$ cat src/rtl/ram_arb_pkg.sv
// Shared definitions for the structure-RAM port arbiter: RAM word geometry,
// arbiter state encoding and a ceiling-log2 helper for sizing counters.
package ram_arb_pkg;

  localparam int unsigned RAM_DATA_WIDTH = 64;
  localparam int unsigned RAM_BE_WIDTH   = 8;

  typedef enum logic [0:0] {
    ARB    = 1'b0,
    LOCKED = 1'b1
  } arb_state_e;

  // Ceiling log2, never less than 1 so that a field always has a bit.
  function automatic int unsigned clog2(input int unsigned value);
    int unsigned res;
    res = 0;
    for (int unsigned i = 0; i < 32; i++) begin
      if ((64'(1) << i) < 64'(value)) begin
        res = i + 1;
      end
    end
    return (res == 0) ? 1 : res;
  endfunction

endpackage

$ cat src/rtl/rr_picker.sv
// Round-robin picker: scans the request vector starting at ptr_i and
// returns the first set request as a one-hot grant plus its index.
module rr_picker #(
  parameter int unsigned N  = 4,
  parameter int unsigned IW = 2
) (
  input  logic [N-1:0]  req_i,
  input  logic [IW-1:0] ptr_i,
  output logic [N-1:0]  gnt_o,
  output logic [IW-1:0] idx_o,
  output logic          any_o
);

  // Rotated priority search; the first hit at or after ptr_i wins.
  always_comb begin
    int unsigned j;
    logic        found;
    gnt_o = '0;
    idx_o = '0;
    found = 1'b0;
    j     = 0;
    for (int unsigned off = 0; off < N; off++) begin
      j = (32'(ptr_i) + off) % N;
      if (!found && req_i[j]) begin
        gnt_o[j] = 1'b1;
        idx_o    = IW'(j);
        found    = 1'b1;
      end
    end
    any_o = found;
  end

endmodule

$ cat src/rtl/ram_port_arbiter.sv
// Round-robin arbiter sharing one port of the 64-bit byte-enabled structure
// RAM among NUM_REQ requesters. Single-word read/write requests use a
// valid/ready handshake; responses return one cycle later with a one-hot
// valid and the RAM's registered output. A requester may lock the port for
// up to MAX_LOCK consecutive grants.
// Optional build macro RAM_ARB_PRIO_EN: requester 0 becomes fixed-highest
// priority while arbitrating (it never pre-empts a locked owner).
module ram_port_arbiter
  import ram_arb_pkg::*;
#(
  parameter int unsigned NUM_REQ    = 4,
  parameter int unsigned ADDR_WIDTH = 10,
  parameter int unsigned MAX_LOCK   = 16
) (
  input  logic                             clk,
  input  logic                             rst,
  input  logic [NUM_REQ-1:0]               req_valid,
  output logic [NUM_REQ-1:0]               req_ready,
  input  logic [NUM_REQ-1:0]               req_lock,
  input  logic [NUM_REQ-1:0]               req_we,
  input  logic [NUM_REQ*ADDR_WIDTH-1:0]    req_addr,
  input  logic [NUM_REQ*RAM_BE_WIDTH-1:0]  req_be,
  input  logic [NUM_REQ*RAM_DATA_WIDTH-1:0] req_wdata,
  output logic [NUM_REQ-1:0]               resp_valid,
  output logic [RAM_DATA_WIDTH-1:0]        resp_rdata,
  output logic [ADDR_WIDTH-1:0]            ram_addr,
  output logic                             ram_we,
  output logic [RAM_BE_WIDTH-1:0]          ram_be,
  output logic [RAM_DATA_WIDTH-1:0]        ram_din,
  input  logic [RAM_DATA_WIDTH-1:0]        ram_dout
);

  localparam int unsigned IW = clog2(NUM_REQ);
  localparam int unsigned CW = clog2(MAX_LOCK + 1);

  arb_state_e          state_q, state_d;
  logic [IW-1:0]       ptr_q, ptr_d;
  logic [IW-1:0]       owner_q, owner_d;
  logic [CW-1:0]       cnt_q, cnt_d;
  logic [NUM_REQ-1:0]  resp_valid_q;

  logic [NUM_REQ-1:0]  pick_gnt;
  logic [IW-1:0]       pick_idx;
  logic                pick_any;

  logic [NUM_REQ-1:0]  gnt_oh;
  logic [IW-1:0]       gnt_idx;
  logic                gnt_any;
  logic [CW-1:0]       cnt_inc;

  function automatic logic [IW-1:0] next_idx(input logic [IW-1:0] idx);
    return (idx == IW'(NUM_REQ - 1)) ? '0 : idx + 1'b1;
  endfunction

  rr_picker #(
    .N  (NUM_REQ),
    .IW (IW)
  ) u_picker (
    .req_i (req_valid),
    .ptr_i (ptr_q),
    .gnt_o (pick_gnt),
    .idx_o (pick_idx),
    .any_o (pick_any)
  );

  // Grant selection: round-robin (optionally requester-0 first) while
  // arbitrating, owner-only while locked.
  always_comb begin
    gnt_oh  = '0;
    gnt_idx = '0;
    gnt_any = 1'b0;
    case (state_q)
      ARB: begin
`ifdef RAM_ARB_PRIO_EN
        if (req_valid[0]) begin
          gnt_oh[0] = 1'b1;
          gnt_idx   = '0;
          gnt_any   = 1'b1;
        end else begin
          gnt_oh  = pick_gnt;
          gnt_idx = pick_idx;
          gnt_any = pick_any;
        end
`else
        gnt_oh  = pick_gnt;
        gnt_idx = pick_idx;
        gnt_any = pick_any;
`endif
      end
      LOCKED: begin
        if (req_valid[owner_q]) begin
          gnt_oh[owner_q] = 1'b1;
          gnt_idx         = owner_q;
          gnt_any         = 1'b1;
        end
      end
      default: ;
    endcase
  end

  // Next-state logic: lock entry/exit, pointer advance and lock counting.
  // An exit decided this cycle still lets the owner's current transfer
  // through; the new state only governs the following cycle.
  always_comb begin
    state_d = state_q;
    ptr_d   = ptr_q;
    owner_d = owner_q;
    cnt_d   = cnt_q;
    cnt_inc = (cnt_q == CW'(MAX_LOCK)) ? cnt_q : cnt_q + 1'b1;
    case (state_q)
      ARB: begin
        if (gnt_any) begin
          if (req_lock[gnt_idx] && (MAX_LOCK > 1)) begin
            state_d = LOCKED;
            owner_d = gnt_idx;
            cnt_d   = CW'(1);
          end
`ifdef RAM_ARB_PRIO_EN
          else if (gnt_idx != '0) begin
            ptr_d = next_idx(gnt_idx);
          end
`else
          else begin
            ptr_d = next_idx(gnt_idx);
          end
`endif
        end
      end
      LOCKED: begin
        if (!req_valid[owner_q] || !req_lock[owner_q] ||
            (cnt_inc == CW'(MAX_LOCK))) begin
          state_d = ARB;
          ptr_d   = next_idx(owner_q);
          cnt_d   = '0;
        end else begin
          cnt_d = cnt_inc;
        end
      end
      default: begin
        state_d = ARB;
      end
    endcase
  end

  // Arbiter state and registered one-hot response valid.
  always_ff @(posedge clk or posedge rst) begin
    if (rst) begin
      state_q      <= ARB;
      ptr_q        <= '0;
      owner_q      <= '0;
      cnt_q        <= '0;
      resp_valid_q <= '0;
    end else begin
      state_q      <= state_d;
      ptr_q        <= ptr_d;
      owner_q      <= owner_d;
      cnt_q        <= cnt_d;
      resp_valid_q <= gnt_oh;
    end
  end

  assign req_ready  = gnt_oh;
  assign resp_valid = resp_valid_q;
  assign resp_rdata = ram_dout;

  // With no grant gnt_idx is 0, so address/data idle at requester 0.
  assign ram_addr = req_addr[gnt_idx*ADDR_WIDTH +: ADDR_WIDTH];
  assign ram_din  = req_wdata[gnt_idx*RAM_DATA_WIDTH +: RAM_DATA_WIDTH];
  assign ram_we   = gnt_any & req_we[gnt_idx];
  assign ram_be   = gnt_any ? req_be[gnt_idx*RAM_BE_WIDTH +: RAM_BE_WIDTH] : '0;

endmodule

$ cat config.mk
export PLATFORM = sky130hd
export DESIGN_NAME = ram_port_arbiter
export DESIGN_NICKNAME = d
export VERILOG_FILES = /design/src/rtl/ram_arb_pkg.sv /design/src/rtl/rr_picker.sv /design/src/rtl/ram_port_arbiter.sv
export SDC_FILE = /design/constraint.sdc
export NUM_CORES = 1
export LEC_CHECK = 0
export ABC_AREA = 1
export BUFFER_PORTS_ARGS = -buffer_cell sky130_fd_sc_hd__clkbuf_2
export CAP_MARGIN = 40
export CORE_AREA = 3 3 215 217
export CTS_BUF_LIST = sky130_fd_sc_hd__clkbuf_8
export DETAILED_ROUTE_END_ITERATION = 6
export DIE_AREA = 0 0 218 220
export SYNTH_ARGS = -nofsm -noshare
export SYNTH_HDL_FRONTEND = slang
export SYNTH_HIERARCHICAL = 1
export SYNTH_SLANG_ARGS = --single-unit
$ cat constraint.sdc
create_clock -name clk -period 8.9 [get_ports clk]
set_input_delay 1.78 -clock clk [delete_from_list [all_inputs] [get_ports clk]]
set_output_delay 1.78 -clock clk [all_outputs]
set_load 0.02 [all_outputs]
; ---- Word-level counts from Yosys, hierarchy flattened
; Cells that the tools add are included.
; W data, S select, Z words.
[word_totals]
n_memories = 0
inputBits = 406
romBits = 0
ramBits = 0
wordCells = 117
output_inout_bits = 155
ff_bits = 14
latchBits = 0
[op_classes]
n_lt_le_gt_ge = 11
shifts = 3
n_eq_ne = 8
n_mux = 60
bitwise_logic = 5
div_mod_pow = 0
n_addsub = 6
n_reduce_logical = 18
mul = 1
[op_table]
columns = operator, n
row1 = $shiftx A256 B9 Y64, 1
row2 = $shiftx A40 B7 Y10, 1
row3 = $shiftx A32 B6 Y8, 1
row4 = $mux W1, 21
row5 = $mux W2, 10
row6 = $mux W4, 5
row7 = $mux W5, 4
row8 = $lt A2 B3 Y1 const B, 6
row9 = $bmux W1 S2, 8
row10 = $or A4 B4 Y4, 3
row11 = $demux W1 S2, 5
row12 = $eq A5 B5 Y1 const B, 2
row13 = $ge A2 B1 Y1 const B, 5
row14 = $pmux W5 S2, 1
row15 = $logic_and A1 B1 Y1, 8
row16 = $mux W8, 1
row17 = $pmux W2 S2, 2
row18 = $pmux W4 S2, 1
row19 = $add A2 B1 Y2 const B, 3
row20 = $ne A2 B2 Y1 const B, 3
row21 = $reduce_and A3 Y1, 2
row22 = $add A5 B1 Y5 const B, 1
row23 = $logic_not A1 Y1, 5
row24 = $mul A2 B3 Y5 const B, 1
row25 = 8 further kinds, 12

; ---- Logic depth before layout (Yosys ltp)
[logic_depth]
ltp_word = 18
ltp_mapped = 19
mapped_depth_nobuf = 18

; ---- Modules after synthesis
; The synthesis kept the hierarchy.
[modules_own_cells]
columns = mod, seq_area_each_um2, instances, area_per_inst_um2, cells_each
row1 = ram_port_arbiter, 350.3, 1, 3906.2, 671
row2 = rr_picker, 0.0, 1, 435.4, 74

; ---- Least setup slack after synthesis
; No wires, ideal clock.
[synth_path]
path_kind = in2out
start = input port req_valid[3]
end = output port ram_addr[1]
arrival_time_ps = 3587
path_buffers = 3
cell_stages = 16
setup_slack_ps = 3533
required_time_ps = 7120
path_cell_list = inv_1 nand2_1 nand3_2 nand2_4 nor2_4 buf_6 nand4_1 nand3_1 inv_1 nor2_1 inv_1 nand2_8 buf_12 buf_2 nor2_1 o22ai_1
[synth_between]
elab_chain_len = 15
elab_cells_between_ends = 27
classes_between = mul: 1 / shift: 1 / mux: 19 / reduce/logical: 6
[synth_lines]
columns = item, line
row1 = "start, declared", ram_port_arbiter.sv:17  ; input logic [NUM_REQ-1:0] req_valid,
row2 = $bmux W1 S2, rr_picker.sv:24  ; if (!found && req_i[j]) begin
row3 = $mux W1 (not written as such), rr_picker.sv:24
row4 = $mux W1, rr_picker.sv:24
row5 = $logic_not A1 Y1, rr_picker.sv:24
row6 = $logic_and A1 B1 Y1, rr_picker.sv:24
row7 = $mux W1, rr_picker.sv:24
row8 = $logic_not A1 Y1, rr_picker.sv:24
row9 = $logic_and A1 B1 Y1, rr_picker.sv:24
row10 = $mux W1, rr_picker.sv:24
row11 = $logic_not A1 Y1, rr_picker.sv:24
row12 = $logic_and A1 B1 Y1, rr_picker.sv:24
row13 = $mux W2 *, rr_picker.sv:24
row14 = named net pick_idx[0], ram_port_arbiter.sv:43  ; logic [IW-1:0] pick_idx;
row15 = $pmux W2 S2 *, ram_port_arbiter.sv:72  ; case (state_q)
row16 = $mul A2 B3 Y5 *, ram_port_arbiter.sv:167  ; assign ram_addr = req_addr[gnt_idx*ADDR_WIDTH +: ADDR_WIDTH];
row17 = $shiftx A40 B7 Y10 *, ram_port_arbiter.sv:167
row18 = "end, declared", ram_port_arbiter.sv:26  ; output logic [ADDR_WIDTH-1:0] ram_addr,
; The timed path passes the listed nets; every way through them passes the cells marked *. The select of a mux whose other input is x is not followed.

; ---- Worst setup path after layout
[layout_path]
start = input port req_valid[1]
end = output port ram_be[5]
[layout_between]
elab_chain_len = 15
elab_cells_between_ends = 30
classes_between = shift: 1 / mux: 23 / reduce/logical: 6
[layout_lines]
columns = item, line
row1 = $bmux W1 S2, rr_picker.sv:24
row2 = $mux W1 (not written as such), rr_picker.sv:24
row3 = $mux W1, rr_picker.sv:24
row4 = $logic_not A1 Y1, rr_picker.sv:24
row5 = $logic_and A1 B1 Y1, rr_picker.sv:24
row6 = $mux W1, rr_picker.sv:24
row7 = $logic_not A1 Y1, rr_picker.sv:24
row8 = $logic_and A1 B1 Y1, rr_picker.sv:24
row9 = $mux W1, rr_picker.sv:24
row10 = $logic_not A1 Y1, rr_picker.sv:24
row11 = $logic_and A1 B1 Y1, rr_picker.sv:24
row12 = $mux W2 *, rr_picker.sv:24
row13 = named net pick_idx[0], ram_port_arbiter.sv:43
row14 = $pmux W2 S2 *, ram_port_arbiter.sv:72
row15 = $shiftx A32 B6 Y8 *, ram_port_arbiter.sv:170  ; assign ram_be = gnt_any ? req_be[gnt_idx*RAM_BE_WIDTH +: RAM_BE_WIDTH] : '0;
row16 = $mux W8 *, ram_port_arbiter.sv:170
row17 = "end, declared", ram_port_arbiter.sv:28  ; output logic [RAM_BE_WIDTH-1:0] ram_be,
; Marked as above.

==> impl_metrics.json <==
{
  "overflow": 0,
  "drc": 0,
  "ioPinCount": 561,
  "rrSetupSlack_ns": 5.21,
  "grt_pass1_vias": 5847,
  "first_pass_iters": 5,
  "synth.distinct_cells": 37,
  "fin_tns_setup_ns": 0,
  "root_buffer": "clkbuf_8",
  "ys_warn_count": 6,
  "arrival_ns": 4.98,
  "gp_congestion": 0.893,
  "die_x_um": 218,
  "antenna_found_initial": 4,
  "required_ns": 7.12,
  "skew_ns": 0.00568,
  "synthCells": 745,
  "syn_avg_cell_area_um2": 5.83,
  "cts.clk_slew.worst_paths_ns": 0.06,
  "hp-class": "register to register",
  "drt_iter0_drc": 320,
  "grt_first_pass_wirelength_mm": 35.8,
  "status": "finished, final reports clean",
  "crit_path_start_kind": "input pin",
  "cp-startpoint": "req_valid[1]",
  "setup_viol": 0,
  "post_cts_buffers": 0,
  "wirelength_mm": 26.6,
  "crit_end": "ram_be[5]",
  "worst_slew_pin_slew_ns": 0.897,
  "via_per_inst": 3.88,
  "ctsHtreeMaxLevel": 1,
  "clockBufferDepth": 2,
  "synthFlopType": "dfrtp_1",
  "drv_cap": 0,
  "r2r_cells": 15,
  "cts_tree": "yes",
  "path_max_fanout": 91,
  "min_period_ns": 6.76,
  "finalCritPeriodShare_pct": 75.9,
  "cts.sinks": 14,
  "fmax_mhz": 148,
  "grt_max_degree": 92,
  "maxSlewViolCount": 0,
  "cts_buffers": 3,
  "fin_nets": 1486,
  "syn_to_final_growth_pct": 48.5,
  "die_area_um2": 48000,
  "nFillCells": 5304,
  "hpwlAfterDp_mm": 22.3,
  "dr_total_vias": 6442,
  "synthArstFlopShare_pct": 100,
  "slew-limit-headroom_pct": 40.2,
  "end_kind": "output pin",
  "io_buffers": 432,
  "start_util_pct": 9.80,
  "fp.coreArea_um2": 44300,
  "r2r-start": "ptr_q[0]",
  "syn_area_um2": 4340,
  "synth_seq_area_share_pct": 8.07,
  "post_cts_resized": 0,
  "die_h_um": 220,
  "hold_viol_final": 0,
  "clk-insertion-delay-late_ns": 0.25,
  "critPathKind": "input pin to output pin",
  "seqCellArea_um2": 350,
  "grt.total_usage_pct": 9.76,
  "wire_per_inst_um": 16.0,
  "cts_hold_buf": 0,
  "reg2reg_to": "owner_q[0]",
  "synth_nets": 1162,
  "rsz0062_at_grt": "false",
  "synth_edf_count": 0,
  "ys_ff_latch": 14,
  "ant_nets": 0,
  "row_count": 77,
  "drive_gt1_share_pct": 44.4,
  "multiInputGateArea_um2": 2970
}
[routing by layer]
layer  track usage, %  vias to the layer above  share of wire (%)
met2             16.8                      407                 49
met5                0                        -              0.075
met3             2.45                       44                8.6
met1             11.5                     2824                 38
li1                 -                     3163                  -
met4             4.07                        4                4.5
[cell type report]
class                   count  share of cell area [%]
clock buffers               4                   0.854
well taps                 592                    11.5
repair buffers            440                    34.5
inverters                  27                    1.71
multi-input cells         583                    46.0
flip-flops and latches     14                    5.43
diodes                      1                  0.0388
[metrics by stage]
step                util [%]  instances  setup slack, ns  hold slack, ns  cell area, µm²
global placement        14.4       1656             2.11           0.542            6390
finish                  14.5       1661             2.14           0.560            6450
CTS                     14.5       1660             2.08           0.563            6440
global route            14.5       1661             1.69           0.614            6450
floorplan                  -        745             3.53           0.512            4340
detailed placement      14.4       1656             2.08           0.545            6390
[sequential cells by signal, summed over array words and instances (netlist names)]
signal / cells
state_q: 1
owner_q: 2
resp_valid: 4
cnt_q: 5
ptr_q: 2
[cell usage after synthesis, types with 2 or more instances]
cell,count,area [µm²]
o21ai_1,67,335
xor2_1,3,26.3
a22o_1,4,35.0
buf_4,68,510
nand2_2,8,50.1
a21boi_0,4,30.0
o22ai_1,75,469
nand2_4,3,33.8
nor2_2,2,12.5
inv_2,3,11.3
inv_1,21,78.8
buf_2,9,45.0
nor2_1,192,721
o21ai_0,103,515
nand4_1,11,68.8
clkbuf_1,17,63.8
nand3_1,26,130
nand3_2,6,60.1
dfrtp_1,14,350
a21oi_1,16,80.1
ha_1,11,138
nand2_1,45,169
buf_6,23,259
[worst min path at each step]
stage	cells after the start	to	from	slack (ns)
finish	2	cnt_q[4]	cnt_q[4]	0.56
global route	2	cnt_q[4]	cnt_q[4]	0.61
detailed placement	2	cnt_q[4]	cnt_q[4]	0.55
global placement	2	cnt_q[4]	cnt_q[4]	0.54
CTS	2	cnt_q[4]	cnt_q[4]	0.56
floorplan	2	cnt_q[4]	cnt_q[4]	0.51
[kinds of logic after synthesis]
| logic type | after synthesis | share of synthesized area [%] |
|---|---|---|
| simple gates | 296 | 29.9 |
| compound gates | 273 | 34.5 |
| buf+inv | 148 | 23.7 |
| flops | 14 | 8.07 |
| fa+ha+maj | 11 | 3.17 |
| xor+xnor | 3 | 0.605 |
[layout by cell type (no fill, tap or decap), types with 8 or more instances in the layout]
| master | n |
|---|---|
| clkbuf_2 | 432 |
| nor2_1 | 192 |
| o21ai_0 | 103 |
| o22ai_1 | 75 |
| o21ai_1 | 67 |
| nand2_1 | 45 |
| nand3_1 | 26 |
| inv_1 | 21 |
| a21oi_1 | 16 |
| dfrtp_1 | 14 |
| nand4_1 | 11 |
| ha_1 | 11 |
| buf_4 | 8 |
[worst max-delay path, cell delays in order]
cell	delay, ns
clkbuf_2	0.10
inv_1	0.05
nand2_1	0.06
nand2_1	0.09
nand2_1	0.06
nand2_2	0.15
inv_1	0.13
nand3_1	0.10
nand3_1	0.08
inv_1	0.06
nor2_1	0.04
inv_1	0.22
nand2_8	0.34
inv_6	0.51
buf_4	0.50
nor2_1	0.08
nor2_1	0.09
o21ai_0	0.09
a21oi_1	0.20
clkbuf_2	0.20
Power is left out: the tool's default activity adds up to more than one toggle a clock period on the data nets, which glitch-free logic cannot reach.
